**config.mk**
```make
export PLATFORM = sky130hd
export DESIGN_NAME = escalonador_display_flat
export DESIGN_NICKNAME = d
export VERILOG_FILES = /design/src/rtl/escalonador_display_if.sv /design/src/rtl/escalonador_display.sv /design/src/flat_wrapper.sv
export SDC_FILE = /design/constraint.sdc
export NUM_CORES = 1
export LEC_CHECK = 0
export ABC_AREA = 0
export CAP_MARGIN = 10
export CORE_ASPECT_RATIO = 0.6
export CORE_MARGIN = 1
export CORE_UTILIZATION = 60
export DETAILED_ROUTE_END_ITERATION = 8
export GPL_TIMING_DRIVEN = 0
export PLACE_DENSITY = 0.84
export SETUP_SLACK_MARGIN = 0.4
export SKIP_CTS_REPAIR_TIMING = 1
export SLEW_MARGIN = 20
export SYNTH_ARGS = -nofsm -noshare
export SYNTH_HDL_FRONTEND = slang
export SYNTH_SLANG_ARGS = --single-unit
```
**constraint.sdc**
```tcl
create_clock -name clk -period 6.05 [get_ports clk]
set_clock_uncertainty 0.15 [all_clocks]
set_input_delay 1.21 -clock clk [delete_from_list [all_inputs] [get_ports clk]]
set_output_delay 1.21 -clock clk [all_outputs]
set_load 0.01 [all_outputs]
```
**src/rtl/escalonador_display_if.sv**
```systemverilog
// Bus between the error-flag sources / message decoders and the display scheduler.
interface escalonador_display_if;
    logic       habilita;
    logic [3:0] erros;
    logic [1:0] sel_msg;
    logic       saida1Contador;
    logic       saida2Contador;
    logic [3:0] digito;
    logic       exibindo;
    logic       fim_msg;

    modport master (
        output habilita, erros,
        input  sel_msg, saida1Contador, saida2Contador, digito, exibindo, fim_msg
    );

    modport slave (
        input  habilita, erros,
        output sel_msg, saida1Contador, saida2Contador, digito, exibindo, fim_msg
    );
endinterface

```
**src/rtl/escalonador_display.sv**
```systemverilog
// Round-robin scheduler for the 4-digit error-message display: holds each
// message for TEMPO_MSG scan frames, then blanks for one frame before the next.
module escalonador_display #(
    parameter int DIV_VARREDURA = 50000,
    parameter int TEMPO_MSG     = 100
) (
    input  logic                  clk,
    input  logic                  reset,
    escalonador_display_if.slave  bus
);
    localparam int PRESC_W = $clog2(DIV_VARREDURA);
    localparam int FRAME_W = (TEMPO_MSG > 1) ? $clog2(TEMPO_MSG) : 1;
    localparam logic [PRESC_W-1:0] PRESC_MAX  = PRESC_W'(DIV_VARREDURA - 1);
    localparam logic [FRAME_W-1:0] FRAME_LAST = FRAME_W'(TEMPO_MSG - 1);

    typedef enum logic [1:0] {OCIOSO = 2'd0, EXIBE = 2'd1, PAUSA = 2'd2} estado_t;

    estado_t              state_r, state_nxt_s;
    logic [PRESC_W-1:0]   presc_r, presc_nxt_s;
    logic [1:0]           scan_r, scan_nxt_s;
    logic [FRAME_W-1:0]   frame_r, frame_nxt_s;
    logic [1:0]           sel_r, sel_nxt_s;
    logic                 fim_nxt_s;
    logic [3:0]           digito_r;
    logic                 exibindo_r;
    logic                 fim_r;
    logic                 tick_s;
    logic                 frame_end_s;

    function automatic logic [1:0] lowest_set(input logic [3:0] req);
        logic [1:0] res;
        res = 2'd0;
        for (int k = 3; k >= 0; k--) begin
            if (req[k]) begin
                res = 2'(k);
            end else begin
                res = res;
            end
        end
        return res;
    endfunction

    // Searches cur+1, cur+2, ... modulo 4; the current index itself is tried last.
    function automatic logic [1:0] next_set(input logic [3:0] req, input logic [1:0] cur);
        logic [1:0] res;
        logic [1:0] idx;
        logic       found;
        res   = cur;
        found = 1'b0;
        for (int k = 1; k <= 4; k++) begin
            idx = cur + 2'(k);
            if (!found && req[idx]) begin
                res   = idx;
                found = 1'b1;
            end else begin
                found = found;
            end
        end
        return res;
    endfunction

    function automatic logic [3:0] digit_mask(input logic [1:0] scan);
        case (scan)
            2'd0:    return 4'b1110;
            2'd1:    return 4'b1101;
            2'd2:    return 4'b1011;
            2'd3:    return 4'b0111;
            default: return 4'b1111;
        endcase
    endfunction

    assign tick_s      = (presc_r == PRESC_MAX);
    assign frame_end_s = tick_s && (scan_r == 2'd3);

    // Next-state and counter logic; habilita=0 overrides every other event.
    always_comb begin
        state_nxt_s = state_r;
        presc_nxt_s = tick_s ? {PRESC_W{1'b0}} : presc_r + PRESC_W'(1);
        scan_nxt_s  = tick_s ? scan_r + 2'd1 : scan_r;
        frame_nxt_s = frame_r;
        sel_nxt_s   = sel_r;
        fim_nxt_s   = 1'b0;
        if (!bus.habilita) begin
            state_nxt_s = OCIOSO;
            presc_nxt_s = {PRESC_W{1'b0}};
            scan_nxt_s  = 2'd0;
            frame_nxt_s = {FRAME_W{1'b0}};
        end else begin
            case (state_r)
                OCIOSO: begin
                    presc_nxt_s = {PRESC_W{1'b0}};
                    scan_nxt_s  = 2'd0;
                    frame_nxt_s = {FRAME_W{1'b0}};
                    if (bus.erros != 4'b0000) begin
                        state_nxt_s = EXIBE;
                        sel_nxt_s   = lowest_set(bus.erros);
                    end else begin
                        state_nxt_s = OCIOSO;
                    end
                end
                EXIBE: begin
                    // Early drop and final frame end collapse into one fim_msg pulse.
                    if (!bus.erros[sel_r] || (frame_end_s && (frame_r == FRAME_LAST))) begin
                        state_nxt_s = PAUSA;
                        fim_nxt_s   = 1'b1;
                        presc_nxt_s = {PRESC_W{1'b0}};
                        scan_nxt_s  = 2'd0;
                        frame_nxt_s = {FRAME_W{1'b0}};
                    end else if (frame_end_s) begin
                        frame_nxt_s = frame_r + FRAME_W'(1);
                    end else begin
                        frame_nxt_s = frame_r;
                    end
                end
                PAUSA: begin
                    if (frame_end_s) begin
                        presc_nxt_s = {PRESC_W{1'b0}};
                        scan_nxt_s  = 2'd0;
                        frame_nxt_s = {FRAME_W{1'b0}};
                        if (bus.erros == 4'b0000) begin
                            state_nxt_s = OCIOSO;
                        end else begin
                            state_nxt_s = EXIBE;
                            sel_nxt_s   = next_set(bus.erros, sel_r);
                        end
                    end else begin
                        state_nxt_s = PAUSA;
                    end
                end
                default: begin
                    state_nxt_s = OCIOSO;
                    presc_nxt_s = {PRESC_W{1'b0}};
                    scan_nxt_s  = 2'd0;
                    frame_nxt_s = {FRAME_W{1'b0}};
                end
            endcase
        end
    end

    // State, counters and outputs register together so outputs match the new state.
    always_ff @(posedge clk) begin
        if (reset) begin
            state_r    <= OCIOSO;
            presc_r    <= {PRESC_W{1'b0}};
            scan_r     <= 2'd0;
            frame_r    <= {FRAME_W{1'b0}};
            sel_r      <= 2'd0;
            digito_r   <= 4'b1111;
            exibindo_r <= 1'b0;
            fim_r      <= 1'b0;
        end else begin
            state_r    <= state_nxt_s;
            presc_r    <= presc_nxt_s;
            scan_r     <= scan_nxt_s;
            frame_r    <= frame_nxt_s;
            sel_r      <= sel_nxt_s;
            digito_r   <= (state_nxt_s == EXIBE) ? digit_mask(scan_nxt_s) : 4'b1111;
            exibindo_r <= (state_nxt_s == EXIBE);
            fim_r      <= fim_nxt_s;
        end
    end

    assign bus.sel_msg        = sel_r;
    assign bus.saida1Contador = scan_r[1];
    assign bus.saida2Contador = scan_r[0];
    assign bus.digito         = digito_r;
    assign bus.exibindo       = exibindo_r;
    assign bus.fim_msg        = fim_r;
endmodule

```
**src/flat_wrapper.sv**
```systemverilog
// flat-port wrapper written by rule: the top's interface ports become plain ports
module escalonador_display_flat 
#(
    parameter int DIV_VARREDURA = 50000,
    parameter int TEMPO_MSG     = 100
)
  (clk, reset, bus_habilita, bus_erros, bus_sel_msg, bus_saida1Contador, bus_saida2Contador, bus_digito, bus_exibindo, bus_fim_msg);
  escalonador_display_if bus_i ();
  input  logic clk;
  input  logic reset;
  input wire logic [$bits(bus_i.habilita)-1:0] bus_habilita;
  input wire logic [$bits(bus_i.erros)-1:0] bus_erros;
  output wire logic [$bits(bus_i.sel_msg)-1:0] bus_sel_msg;
  output wire logic [$bits(bus_i.saida1Contador)-1:0] bus_saida1Contador;
  output wire logic [$bits(bus_i.saida2Contador)-1:0] bus_saida2Contador;
  output wire logic [$bits(bus_i.digito)-1:0] bus_digito;
  output wire logic [$bits(bus_i.exibindo)-1:0] bus_exibindo;
  output wire logic [$bits(bus_i.fim_msg)-1:0] bus_fim_msg;
  assign bus_i.habilita = bus_habilita;
  assign bus_i.erros = bus_erros;
  assign bus_sel_msg = bus_i.sel_msg;
  assign bus_saida1Contador = bus_i.saida1Contador;
  assign bus_saida2Contador = bus_i.saida2Contador;
  assign bus_digito = bus_i.digito;
  assign bus_exibindo = bus_i.exibindo;
  assign bus_fim_msg = bus_i.fim_msg;
  escalonador_display #(.DIV_VARREDURA(DIV_VARREDURA), .TEMPO_MSG(TEMPO_MSG)) u_core (.clk(clk), .reset(reset), .bus(bus_i));
endmodule
```
==> flow_summary.json, run 1 <==
{
  "cp-end-kind": "register",
  "numCtsBuffers": 5,
  "worstRegToRegCells": 8,
  "wire_per_inst_um": 14.6,
  "syn2layout_area_growth_pct": 15.0,
  "tightestPinTransition_ns": 0.486,
  "first_iter_violations": 62,
  "synth_area_leaders": "dfxtp_1, nor2_1, xor2_1, nand2_1, ha_1",
  "remaining_drc_errors": 0,
  "synth_top_cell_by_area": "dfxtp_1",
  "switchingPower_mw": 0.110,
  "crit_type": "primary input to register",
  "cts_buffer_depth": 2,
  "syn_avg_cell_area_um2": 8.68,
  "rsz0062_at_grt": "no",
  "period_needed_ns": 3.28,
  "ys_ff_latch": 35,
  "initial_core_util_pct": 63.5,
  "num-nets-final": 245,
  "cp-start-kind": "primary input",
  "insertion_delay_ns": 0.29,
  "synth_top_area_share_pct": 38.4,
  "vdd_drop_max_uv": 165,
  "outcome": "finished clean",
  "core_um2": 2870,
  "grt_max_degree": 11,
  "critical_path_peak_fanout": 8,
  "groute.usage.overall_pct": 27.4,
  "num_rows": 15,
  "drv_slew": 0,
  "ys.flop_type": "dfxtp_1",
  "netlist_instances": 210,
  "antenna_found_initial": 0,
  "cap_violations": 0,
  "cts_root_buf": "clkbuf_8",
  "syn_nets": 224,
  "clk_pin_slew_worst_paths_ns": 0.07,
  "async_reset_ff_share_pct": 0,
  "synth-seq-area-share_pct": 38.4,
  "vias": 1583,
  "clock-sinks": 35,
  "setup_tns_ns": 0,
  "combPwrFrac_pct": 9.8,
  "power_density_nw_per_um2": 211,
  "critPathLaunch": "bus_erros[0]",
  "power.internal_mw": 0.333,
  "die_h_um": 44.7,
  "fp.dieArea_um2": 3270,
  "endpoint": "u_core.bus.digito[0]",
  "num_antenna_cells": 0,
  "fin_area_um2": 2100,
  "netlist_area_um2": 1820,
  "slew_headroom_pct": 67.6,
  "grt_pass1_wl_mm": 6.58,
  "die_w_um": 73.2,
  "numPortBuffers": 14,
  "hold_viol": 0,
  "cts_tree": "yes",
  "totalWireLength_mm": 3.99,
  "hp-class": "register to register",
  "power_leakage_nw": 0.739,
  "layout-drive-gt1-share_pct": 9.91,
  "io_pins": 17,
  "required_ns": 6.08,
  "switching_share_pct": 24.8,
  "finalCritPeriodShare_pct": 54.3,
  "timing.fmax_mhz": 304,
  "synth_cell_types": 49,
  "place_congestion": 0.794,
  "placed_cell_area_um2": 2020,
  "reg2reg_slack_ns": 3.70,
  "seqPwrFrac_pct": 53.4,
  "clock_power_share_pct": 36.8,
  "cp.arrival_ns": 3.32,
  "synth_edf_count": 0,
  "r2r-end": "u_core.bus.digito[0]",
  "hpwlAfterDp_mm": 2.96,
  "ant_nets": 0,
  "dr.pass1.iters": 4,
  "setup_violations": 0,
  "first_global_vias": 1458,
  "yosysWarnings": 0,
  "overflow": 0,
  "htreeDepth": 2,
  "viasPerCell": 5.78,
  "rr_startpoint": "u_core.presc_r[0]"
}
## cells in the final DEF, fill, tap and decap left out, types with 6 or more instances in the layout
cell type        instances
xor2_1                  11
nor2_1                  35
xnor2_1                  6
a21oi_1                  7
and3_1                   7
nand3_1                 10
clkdlybuf4s50_1         14
o21ai_0                  7
ha_1                     7
dfxtp_1                 35
inv_1                    6
nand2_1                 24
## kinds of logic after synthesis
group	after synthesis	synth area share, %
xor+xnor	17	8.17
buf+inv	13	3.22
mux	3	2.33
compound gates	32	12.6
flops	35	38.4
fa+ha+maj	7	4.80
simple gates	103	30.4
## state kept, by name, summed over array words and instances, names as in the netlist
| register | flops |
|---|---|
| u_core.bus.digito | 4 |
| u_core.bus.exibindo | 1 |
| u_core.bus.fim_msg | 1 |
| u_core.bus.sel_msg | 2 |
| u_core.frame_r | 7 |
| u_core.presc_r | 16 |
| u_core.scan_r | 2 |
| u_core.state_r | 2 |
## metrics by stage
stage | setup WS, ns | total power, mW | utilization [%] | instances | hold WS [ns]
6_report | 2.77 | 0.442 | 73.0 | 274 | 0.315
5_1_grt | 2.69 | 0.459 | 73.0 | 274 | 0.346
4_1_cts | 2.81 | 0.444 | 73.0 | 274 | 0.317
3_5_place_dp | 2.51 | 0.283 | 70.2 | 266 | 0.301
3_3_place_gp | 2.57 | 0.281 | 70.2 | 266 | 0.290
2_1_floorplan | 3.14 | 0.268 | - | 210 | 0.276
## area by class of cell
cell class,count,area (um2)
Clock buffer,7,76.3
Clock inverter,1,5.00
Timing Repair Buffer,14,140
Sequential cell,35,701
Tap cell,42,52.6
Fill cell,223,774
Buffer,7,36.3
Inverter,6,22.5
Multi-Input combinational cell,162,1060
## how the worst min path moves through the flow
stage,depth (start not counted),endpoint,start
CTS,1,u_core.presc_r[0],u_core.presc_r[0]
detailed placement,1,u_core.presc_r[0],u_core.presc_r[0]
global placement,1,u_core.presc_r[0],u_core.presc_r[0]
finish,1,u_core.presc_r[0],u_core.presc_r[0]
floorplan,1,u_core.presc_r[0],u_core.presc_r[0]
global route,1,u_core.presc_r[0],u_core.presc_r[0]
## critical path, cell delays in order
cell             delay, ns
clkdlybuf4s50_1       0.55
mux4_2                0.56
and2_4                0.20
o21ai_2               0.22
nand2_1               0.15
and3_1                0.25
a21bo_1               0.18
## Yosys cell counts (3+ instances only)
cell type / n
nand3_1: 10
a21oi_1: 7
xor2_1: 11
nand2_1: 24
nor2_1: 35
o21ai_0: 7
nand4_1: 5
xnor2_1: 6
and3_1: 7
inv_1: 6
ha_1: 7
nor3_1: 4
clkbuf_1: 3
dfxtp_1: 35
## power by group through the flow
| stage | Combinational (mW) | Clock [mW] | Sequential, mW |
|---|---|---|---|
| 2_1_floorplan | 0.0263 | 0 | 0.242 |
| 3_3_place_gp | 0.0403 | 0 | 0.241 |
| 3_5_place_dp | 0.0420 | 0 | 0.241 |
| 4_1_cts | 0.0424 | 0.166 | 0.236 |
| 5_1_grt | 0.0468 | 0.176 | 0.237 |
| 6_report | 0.0433 | 0.163 | 0.236 |
## metal layers
| metal | track usage [%] | vias up | wire, um |
|---|---|---|---|
| met5 | 0 | - | 0 |
| met4 | 12.2 | 0 | 29 |
| met3 | 9.60 | 4 | 278 |
| met2 | 38.1 | 47 | 1710 |
| met1 | 38.2 | 753 | 1970 |
| li1 | - | 779 | - |
No activity file was read; power rests on OpenSTA's default activity.
==> run 2, diff against run 1 <==
- CORE_UTILIZATION: 60 -> 51
- PLACE_DENSITY: 0.84 -> 0.76
- clock period: 6.05 -> 3 ns (I/O delays scaled with it)
==> flow_summary.json, run 2 (synthesis gave the netlist of run 1 again) <==
{
  "cp-end-kind": "register",
  "period_needed_ns": 2.30,
  "num_antenna_cells": 0,
  "first_iter_violations": 168,
  "largest_reg_flops": 16,
  "hold_viol": 0,
  "vias": 1531,
  "preCtsSetupSlack_ns": 0.0343,
  "numCtsBuffers": 5,
  "final_cell_mix": "nor2_1, dfxtp_1, nand2_1",
  "slew_headroom_pct": 66.1,
  "worstRegToRegCells": 6,
  "overflow": 0,
  "num_rows": 16,
  "power_leakage_nw": 0.762,
  "cts_root_buf": "clkbuf_8",
  "die_w_um": 79.2,
  "htreeDepth": 2,
  "clk_pin_slew_worst_paths_ns": 0.07,
  "hpwlAfterDp_mm": 2.82,
  "hold_path_depth": 1,
  "totalWireLength_mm": 3.80,
  "place_congestion": 0.825,
  "antenna_found_initial": 0,
  "core_um2": 3320,
  "remaining_drc_errors": 0,
  "finalCritPeriodShare_pct": 76.6,
  "outcome": "finished clean",
  "ant_nets": 0,
  "dr.pass1.iters": 4,
  "fin_total_pwr_mw": 0.902,
  "r2r-end": "u_core.bus.digito[0]",
  "critPathLaunch": "u_core.bus.sel_msg[0]",
  "placed_cell_area_um2": 2020,
  "initial_core_util_pct": 54.9,
  "hp-class": "register to register",
  "critical_path_peak_fanout": 8,
  "power_density_nw_per_um2": 425,
  "die_h_um": 48.3,
  "groute.usage.overall_pct": 22.8,
  "endpoint": "u_core.bus.digito[0]",
  "rsz0062_at_grt": "no",
  "cp.arrival_ns": 2.32,
  "setup_violations": 0,
  "layout-drive-gt1-share_pct": 10.4,
  "fin_ws_ns": 0.701,
  "drv_slew": 0,
  "tightestPinTransition_ns": 0.509,
  "num-nets-final": 245,
  "viasPerCell": 5.55,
  "fp.dieArea_um2": 3830,
  "setup_tns_ns": 0,
  "required_ns": 3.02,
  "timing.fmax_mhz": 435,
  "grt_pass1_wl_mm": 6.64,
  "clock-sinks": 35,
  "timing.hold.ws_ns": 0.310,
  "syn2layout_area_growth_pct": 16.5,
  "cts_tree": "yes",
  "crit_type": "register to register",
  "cp-start-kind": "register",
  "top_register": "u_core.presc_r",
  "rr_startpoint": "u_core.bus.sel_msg[0]",
  "reg2reg_slack_ns": 0.70,
  "first_global_vias": 1314,
  "numPortBuffers": 14,
  "grt_max_degree": 11,
  "cts_buffer_depth": 2,
  "io_pins": 17,
  "fill_cells": 304,
  "vdd_drop_max_uv": 268,
  "wire_per_inst_um": 13.8,
  "insertion_delay_ns": 0.29,
  "cap_violations": 0,
  "fin_area_um2": 2120
}
run 2: how the worst min path moves through the flow:
stage	start	endpoint	slack [ns]
floorplan	u_core.presc_r[0]	u_core.presc_r[0]	0.28
global placement	u_core.presc_r[0]	u_core.presc_r[0]	0.29
detailed placement	u_core.presc_r[0]	u_core.presc_r[0]	0.30
CTS	u_core.presc_r[0]	u_core.presc_r[0]	0.31
global route	u_core.presc_r[0]	u_core.presc_r[0]	0.35
finish	u_core.presc_r[0]	u_core.presc_r[0]	0.31
run 2: critical path, cell delays in order, from the launching register on:
cell     delay [ns]
dfxtp_1        0.50
mux4_2         0.57
and2_4         0.20
o21ai_2        0.21
nand2_1        0.13
and3_1         0.25
a21bo_1        0.18
run 2: layout make-up:
cell class	count	area, um2	share of cell area (%)
buffer	7	36.3	1.71
clock buffer	6	82.6	3.89
clock inverter	1	5.00	0.236
inverter	6	22.5	1.06
multi-input combinational	162	1070	50.6
sequential	35	701	33.0
tap	45	56.3	2.65
timing repair buffer	14	145	6.84
run 2: per-stage QoR:
stage	std cells	util [%]
after floorplan	210	-
after global placement	269	60.8
after detailed placement	269	60.8
after CTS	276	63.4
after global routing	276	63.9
final	276	63.9
run 2: power breakdown:
group | internal (mW) | switching, mW | total [mW]
registers | 0.470 | 0.00598 | 0.476
clock network | 0.180 | 0.159 | 0.339
logic | 0.0379 | 0.0488 | 0.0867
run 2: per-layer routing:
layer	part of all wire, %	vias up	global-route usage (%)
li1	-	776	-
met1	56	702	39.5
met2	34	45	23.9
met3	7.9	8	6.60
met4	1.5	0	9.09
met5	0	-	0
